==> config.mk <==
export PLATFORM = sky130hd
export DESIGN_NAME = acc_seq_flat
export DESIGN_NICKNAME = d
export VERILOG_FILES = /design/src/rtl/acc_seq_if.sv /design/src/rtl/acc_seq.sv /design/src/flat_wrapper.sv
export SDC_FILE = /design/constraint.sdc
export NUM_CORES = 1
export LEC_CHECK = 0
export ABC_AREA = 1
export CAP_MARGIN = 20
export CORE_MARGIN = 2
export CORE_UTILIZATION = 35
export DETAILED_ROUTE_END_ITERATION = 10
export GPL_ROUTABILITY_DRIVEN = 0
export HOLD_SLACK_MARGIN = 0.12
export PLACE_DENSITY = 0.62
export SYNTH_ARGS = -nofsm -noshare
export SYNTH_HDL_FRONTEND = slang
export SYNTH_SLANG_ARGS = --single-unit
==> constraint.sdc <==
create_clock -name clk -period 1.41 [get_ports clk]
set_input_delay 0.282 -clock clk [delete_from_list [all_inputs] [get_ports clk]]
set_output_delay 0.282 -clock clk [all_outputs]
set_load 0.01 [all_outputs]
==> src/rtl/acc_seq_if.sv <==
// Request/response handshake bundle between a requesting unit and acc_seq.
interface acc_seq_if;
    logic       req_valid;
    logic       req_ready;
    logic [1:0] req_op;
    logic [3:0] req_operand;
    logic [3:0] req_count;
    logic       rsp_valid;
    logic       rsp_ready;
    logic [3:0] rsp_result;
    logic       rsp_carry;

    modport master (
        output req_valid, req_op, req_operand, req_count, rsp_ready,
        input  req_ready, rsp_valid, rsp_result, rsp_carry
    );

    modport slave (
        input  req_valid, req_op, req_operand, req_count, rsp_ready,
        output req_ready, rsp_valid, rsp_result, rsp_carry
    );
endinterface

==> src/rtl/acc_seq.sv <==
// Sequencer for the 4-bit add/sub/load accumulator datapath: steps one request
// at a time through the datapath and returns the result with a carry flag.
module acc_seq (
    input  logic       clk,
    input  logic       reset,
    acc_seq_if.slave   bus,
    output logic [3:0] dp_A,
    output logic       dp_sel0,
    output logic       dp_sel1,
    input  logic [3:0] dp_S,
    input  logic       dp_cout
);
    typedef enum logic [1:0] {OP_LOAD = 2'd0, OP_ADD = 2'd1, OP_SUB = 2'd2, OP_MUL = 2'd3} op_t;
    typedef enum logic [2:0] {IDLE, EXEC, MCLR, MADD, RESP} state_t;

    state_t     state;
    logic [1:0] op;
    logic [3:0] operand;
    logic [3:0] count;
    logic [3:0] remain;
    logic       sticky;

    // Gated with reset so the requester never sees ready while reset is held.
    assign bus.req_ready = (state == IDLE) && reset;

    always_ff @(posedge clk) begin
        if (!reset) begin
            state          <= IDLE;
            op             <= 2'd0;
            operand        <= 4'd0;
            count          <= 4'd0;
            remain         <= 4'd0;
            sticky         <= 1'b0;
            dp_A           <= 4'd0;
            dp_sel0        <= 1'b0;
            dp_sel1        <= 1'b0;
            bus.rsp_valid  <= 1'b0;
            bus.rsp_result <= 4'd0;
            bus.rsp_carry  <= 1'b0;
        end else begin
            case (state)
                IDLE: begin
                    if (bus.req_valid) begin
                        op      <= bus.req_op;
                        operand <= bus.req_operand;
                        count   <= bus.req_count;
                        if (bus.req_op == OP_MUL) begin
                            state   <= MCLR;
                            dp_A    <= 4'd0;
                            dp_sel0 <= 1'b0;
                            dp_sel1 <= 1'b1;
                        end else begin
                            state   <= EXEC;
                            dp_A    <= bus.req_operand;
                            dp_sel0 <= (bus.req_op == OP_SUB);
                            dp_sel1 <= (bus.req_op == OP_LOAD);
                        end
                    end
                end
                EXEC: begin
                    bus.rsp_result <= dp_S;
                    bus.rsp_carry  <= (op == OP_LOAD) ? 1'b0 : dp_cout;
                    bus.rsp_valid  <= 1'b1;
                    dp_A           <= 4'd0;
                    dp_sel0        <= 1'b0;
                    dp_sel1        <= 1'b0;
                    state          <= RESP;
                end
                MCLR: begin
                    remain <= count;
                    sticky <= 1'b0;
                    if (count == 4'd0) begin
                        bus.rsp_result <= dp_S;
                        bus.rsp_carry  <= 1'b0;
                        bus.rsp_valid  <= 1'b1;
                        dp_A           <= 4'd0;
                        dp_sel1        <= 1'b0;
                        state          <= RESP;
                    end else begin
                        dp_A    <= operand;
                        dp_sel1 <= 1'b0;
                        state   <= MADD;
                    end
                end
                MADD: begin
                    remain <= remain - 4'd1;
                    sticky <= sticky | dp_cout;
                    // Final add: the carry of this step must be folded in directly.
                    if (remain == 4'd1) begin
                        bus.rsp_result <= dp_S;
                        bus.rsp_carry  <= sticky | dp_cout;
                        bus.rsp_valid  <= 1'b1;
                        dp_A           <= 4'd0;
                        state          <= RESP;
                    end
                end
                RESP: begin
                    if (bus.rsp_ready) begin
                        bus.rsp_valid <= 1'b0;
                        state         <= IDLE;
                    end
                end
                default: state <= IDLE;
            endcase
        end
    end
endmodule

==> src/flat_wrapper.sv <==
// flat-port wrapper written by rule: the top's interface ports become plain ports
module acc_seq_flat 
  (clk, reset, dp_A, dp_sel0, dp_sel1, dp_S, dp_cout, bus_req_valid, bus_req_op, bus_req_operand, bus_req_count, bus_rsp_ready, bus_req_ready, bus_rsp_valid, bus_rsp_result, bus_rsp_carry);
  acc_seq_if bus_i ();
  input  logic clk;
  input  logic reset;
  output logic [3:0] dp_A;
  output logic dp_sel0;
  output logic dp_sel1;
  input  logic [3:0] dp_S;
  input  logic dp_cout;
  input wire logic [$bits(bus_i.req_valid)-1:0] bus_req_valid;
  input wire logic [$bits(bus_i.req_op)-1:0] bus_req_op;
  input wire logic [$bits(bus_i.req_operand)-1:0] bus_req_operand;
  input wire logic [$bits(bus_i.req_count)-1:0] bus_req_count;
  input wire logic [$bits(bus_i.rsp_ready)-1:0] bus_rsp_ready;
  output wire logic [$bits(bus_i.req_ready)-1:0] bus_req_ready;
  output wire logic [$bits(bus_i.rsp_valid)-1:0] bus_rsp_valid;
  output wire logic [$bits(bus_i.rsp_result)-1:0] bus_rsp_result;
  output wire logic [$bits(bus_i.rsp_carry)-1:0] bus_rsp_carry;
  assign bus_i.req_valid = bus_req_valid;
  assign bus_i.req_op = bus_req_op;
  assign bus_i.req_operand = bus_req_operand;
  assign bus_i.req_count = bus_req_count;
  assign bus_i.rsp_ready = bus_rsp_ready;
  assign bus_req_ready = bus_i.req_ready;
  assign bus_rsp_valid = bus_i.rsp_valid;
  assign bus_rsp_result = bus_i.rsp_result;
  assign bus_rsp_carry = bus_i.rsp_carry;
  acc_seq u_core (.clk(clk), .reset(reset), .bus(bus_i), .dp_A(dp_A), .dp_sel0(dp_sel0), .dp_sel1(dp_sel1), .dp_S(dp_S), .dp_cout(dp_cout));
endmodule
==> impl_metrics.csv <==
group,metric,value,unit
global_route,grt_pass1_vias,1317,
global_route,grt.met3_usage,0.03634,
placement,place_area,1956,µm²
die,num_io_pins,32,
final_layout,final_nets,283,
final_layout,instances_no_fill,311,
pwr,power_density,2026,nW/µm²
global_route,met1_usage,0.1931,
worst_setup_path,critPathKind,"in -> out",
global_route,grt_use_total,0.1519,
global_route,use_met2,0.2393,
sta,period_needed,1.311,ns
global_route,overflow,0,
die,die_x,69.64,µm
sta,rsz0062_at_grt,"no",
pwr,ir_worst_vdd,908.4,µV
final_layout,drive_gt1_frac,0.1341,
cts,htree_levels,2,
detailed_routing,firstDrtPassIters,4,
cts,clkTransAtPathRegs,0.06,ns
synth,syn_area_per_cell,7.112,µm²
synth,synth_nets,235,
die,dieArea,4849,µm²
detailed_routing,via_count,1443,
final_layout,utilization,0.4985,
die,row_count,23,
die,fp.dieH,69.64,µm
cts,cts_tree,"built",
worst_setup_path,critPathArrivalTime,1.03,ns
final_layout,fill_cells,436,
worst_setup_path,start_kind,"input pin",
cts,cts_buffers,5,
detailed_routing,antenna_left,0,
worst_setup_path,crit_fanout,2,
detailed_routing,drt-total-wl,3367,µm
synth,yosys-top-cells-area,"dfxtp_1 (40%), nand2_1 (13%), nand3_1 (7.6%)",
sta,fin_hold_ws,0.4627,ns
cts,clkLatencyLatePin,0.28,ns
run_status,status,"completed",
synth,async_flop_share,0,
global_route,antenna_found_initial,0,
synth,synth_edf_count,0,
detailed_routing,wl_per_cell,10.83,µm
flow_run,drv_cap,0,
hold_path,worstHoldPathType,"reg -> reg",
sta,finalCritPeriodShare,0.9295,
pwr,p_leak,0.0009583,µW
sta,slew_headroom,0.7834,
synth,yosysWarningCount,0,
worst_setup_path,end_kind,"primary output",
synth,yosysSeqAreaShare,0.3983,
cts,cts_num_sinks,30,
die,initial_core_util,0.3690,
synth,synth-main-ff-cell,"dfxtp_1",
cts,clock_tree.buffer_depth,2,
sta,finalHoldViolations,0,
placement,place_hpwl,2483,µm
sta,max_freq,763.0,MHz
final_layout,diodes,0,
synth,synth_cells,212,
detailed_routing,drt_iter0_drc,54,
global_route,grt_pass1_wl,5871,µm
synth,ys_seq_elements,30,
synth,synth_area_leader_cell,"dfxtp_1",
synth,yosysMostFrequentCell,"nand2_1",
pwr,total_power,4127,µW
detailed_routing,drc,0,
synth,synth.distinct_cells,21,
global_route,grt_max_degree,16,
die,core,4086,µm²
sta,setup_viol,0,
synth,synth_common_cells,"nand2_1 (54), dfxtp_1 (30), inv_1 (29), nand3_1 (23), nor2_1 (20)",
final_layout,final_area,2037,µm²
detailed_routing,routed_via_density,4.640,
final_layout,synthToLayoutAreaGrowth,35.10,%
synth,netlist_area,1508,µm²
sta,slew_viol_final,0,
cts,clockRootBuffer,"clkbuf_8",
global_route,grt-busiest-layer,"met2",
placement,port_buffers,31,
sta,clock_skew,0.002450,ns
synth,synth_top_cell_area_share,0.3983,
worst_setup_path,required,1.13,ns
sta,worst_pin_slew,0.3241,ns
placement,dp.cells,302,
cts,hold_buffers,0,
-- path summary, 6_finish.rpt --
| kind | start | endpoint | slack [ns] | cells past startpoint |
|---|---|---|---|---|
| worst max-delay path | reset | bus_req_ready | 0.1 | 4 |
| worst min-delay path | u_core.op[1] | u_core.op[1] | 0.46 | 2 |
| worst max register to register | u_core.state[1] | u_core.bus.rsp_result[2] | 0.12 | 7 |
| worst min register to register | u_core.op[1] | u_core.op[1] | 0.46 | 2 |
-- worst max-delay path: stages --
cell,delay [ns]
clkdlybuf4s50_1,0.48
inv_1,0.06
nor2_1,0.08
buf_2,0.13
-- power by group --
group | switching (µW) | internal, µW | total (µW) | leakage [µW]
clock network | 326 | 393 | 719 | 0.0000482
registers | 150 | 1140 | 1290 | 0.000247
logic | 1210 | 903 | 2110 | 0.000663
total | 1690 | 2440 | 4130 | 0.000958
-- placed cells by master (no fill, tap or decap) --
cell	instances
ha_1	4
nand3_1	23
o21ai_1	1
clkdlybuf4s50_1	18
dlygate4sd2_1	12
inv_4	1
clkinv_2	1
o21ai_0	6
nand3_4	2
nor2_1	20
clkbuf_8	6
dfxtp_2	2
a22oi_1	1
inv_1	29
nand2_8	1
a21oi_1	16
inv_2	2
nand2_4	2
o211ai_1	3
clkbuf_1	1
nand4_1	6
dfxtp_1	28
nand2_1	54
and2_1	4
buf_4	14
buf_2	1
nor2_4	3
-- logic make-up (layout without fill, tap and decap cells) --
group / Yosys count / after routing / share of synthesized area
fa+ha+maj: 4 / 4 / 0.03320
simple gates: 115 / 115 / 0.3759
compound gates: 27 / 27 / 0.09627
flops: 30 / 30 / 0.3983
buf+inv: 36 / 85 / 0.09627
-- metrics by stage --
stage / setup WS [ns] / TNS, ns
after floorplan: 0.2025 / 0
after CTS: 0.06988 / 0
final: 0.09947 / 0
after global placement: -0.3123 / -0.4835
after global routing: 0.007792 / 0
after detailed placement: -0.3160 / -0.5952
-- layout make-up --
type	count	area, µm²	share of cell area
inverters	32	122.6	0.06020
multi-input cells	146	762.0	0.3741
repair buffers	45	395.4	0.1941
flip-flops and latches	30	603.1	0.2961
clock inverters	1	5.005	0.002457
clock buffers	7	86.33	0.04238
well taps	50	62.56	0.03071
-- routing by layer --
metal	up-vias	part of all wire
li1	772	-
met1	635	0.50
met2	30	0.43
met3	6	0.045
met4	0	0.023
met5	-	0
-- what timing repair did --
action | CTS | global route
pin swaps | 0 | 1
endpoints found under the setup margin | 13 | 6
cloned | 0 | 0
resized for setup | 16 | 2
buffers inserted | 0 | 1
-- state kept, by name, indices dropped and copies added (netlist names), 2 cells and up --
name                   cells
u_core.operand             4
u_core.remain              4
u_core.count               4
u_core.op                  2
u_core.dp_A                4
u_core.state               3
u_core.bus.rsp_result      4
(Power assumes the default switching activity.)
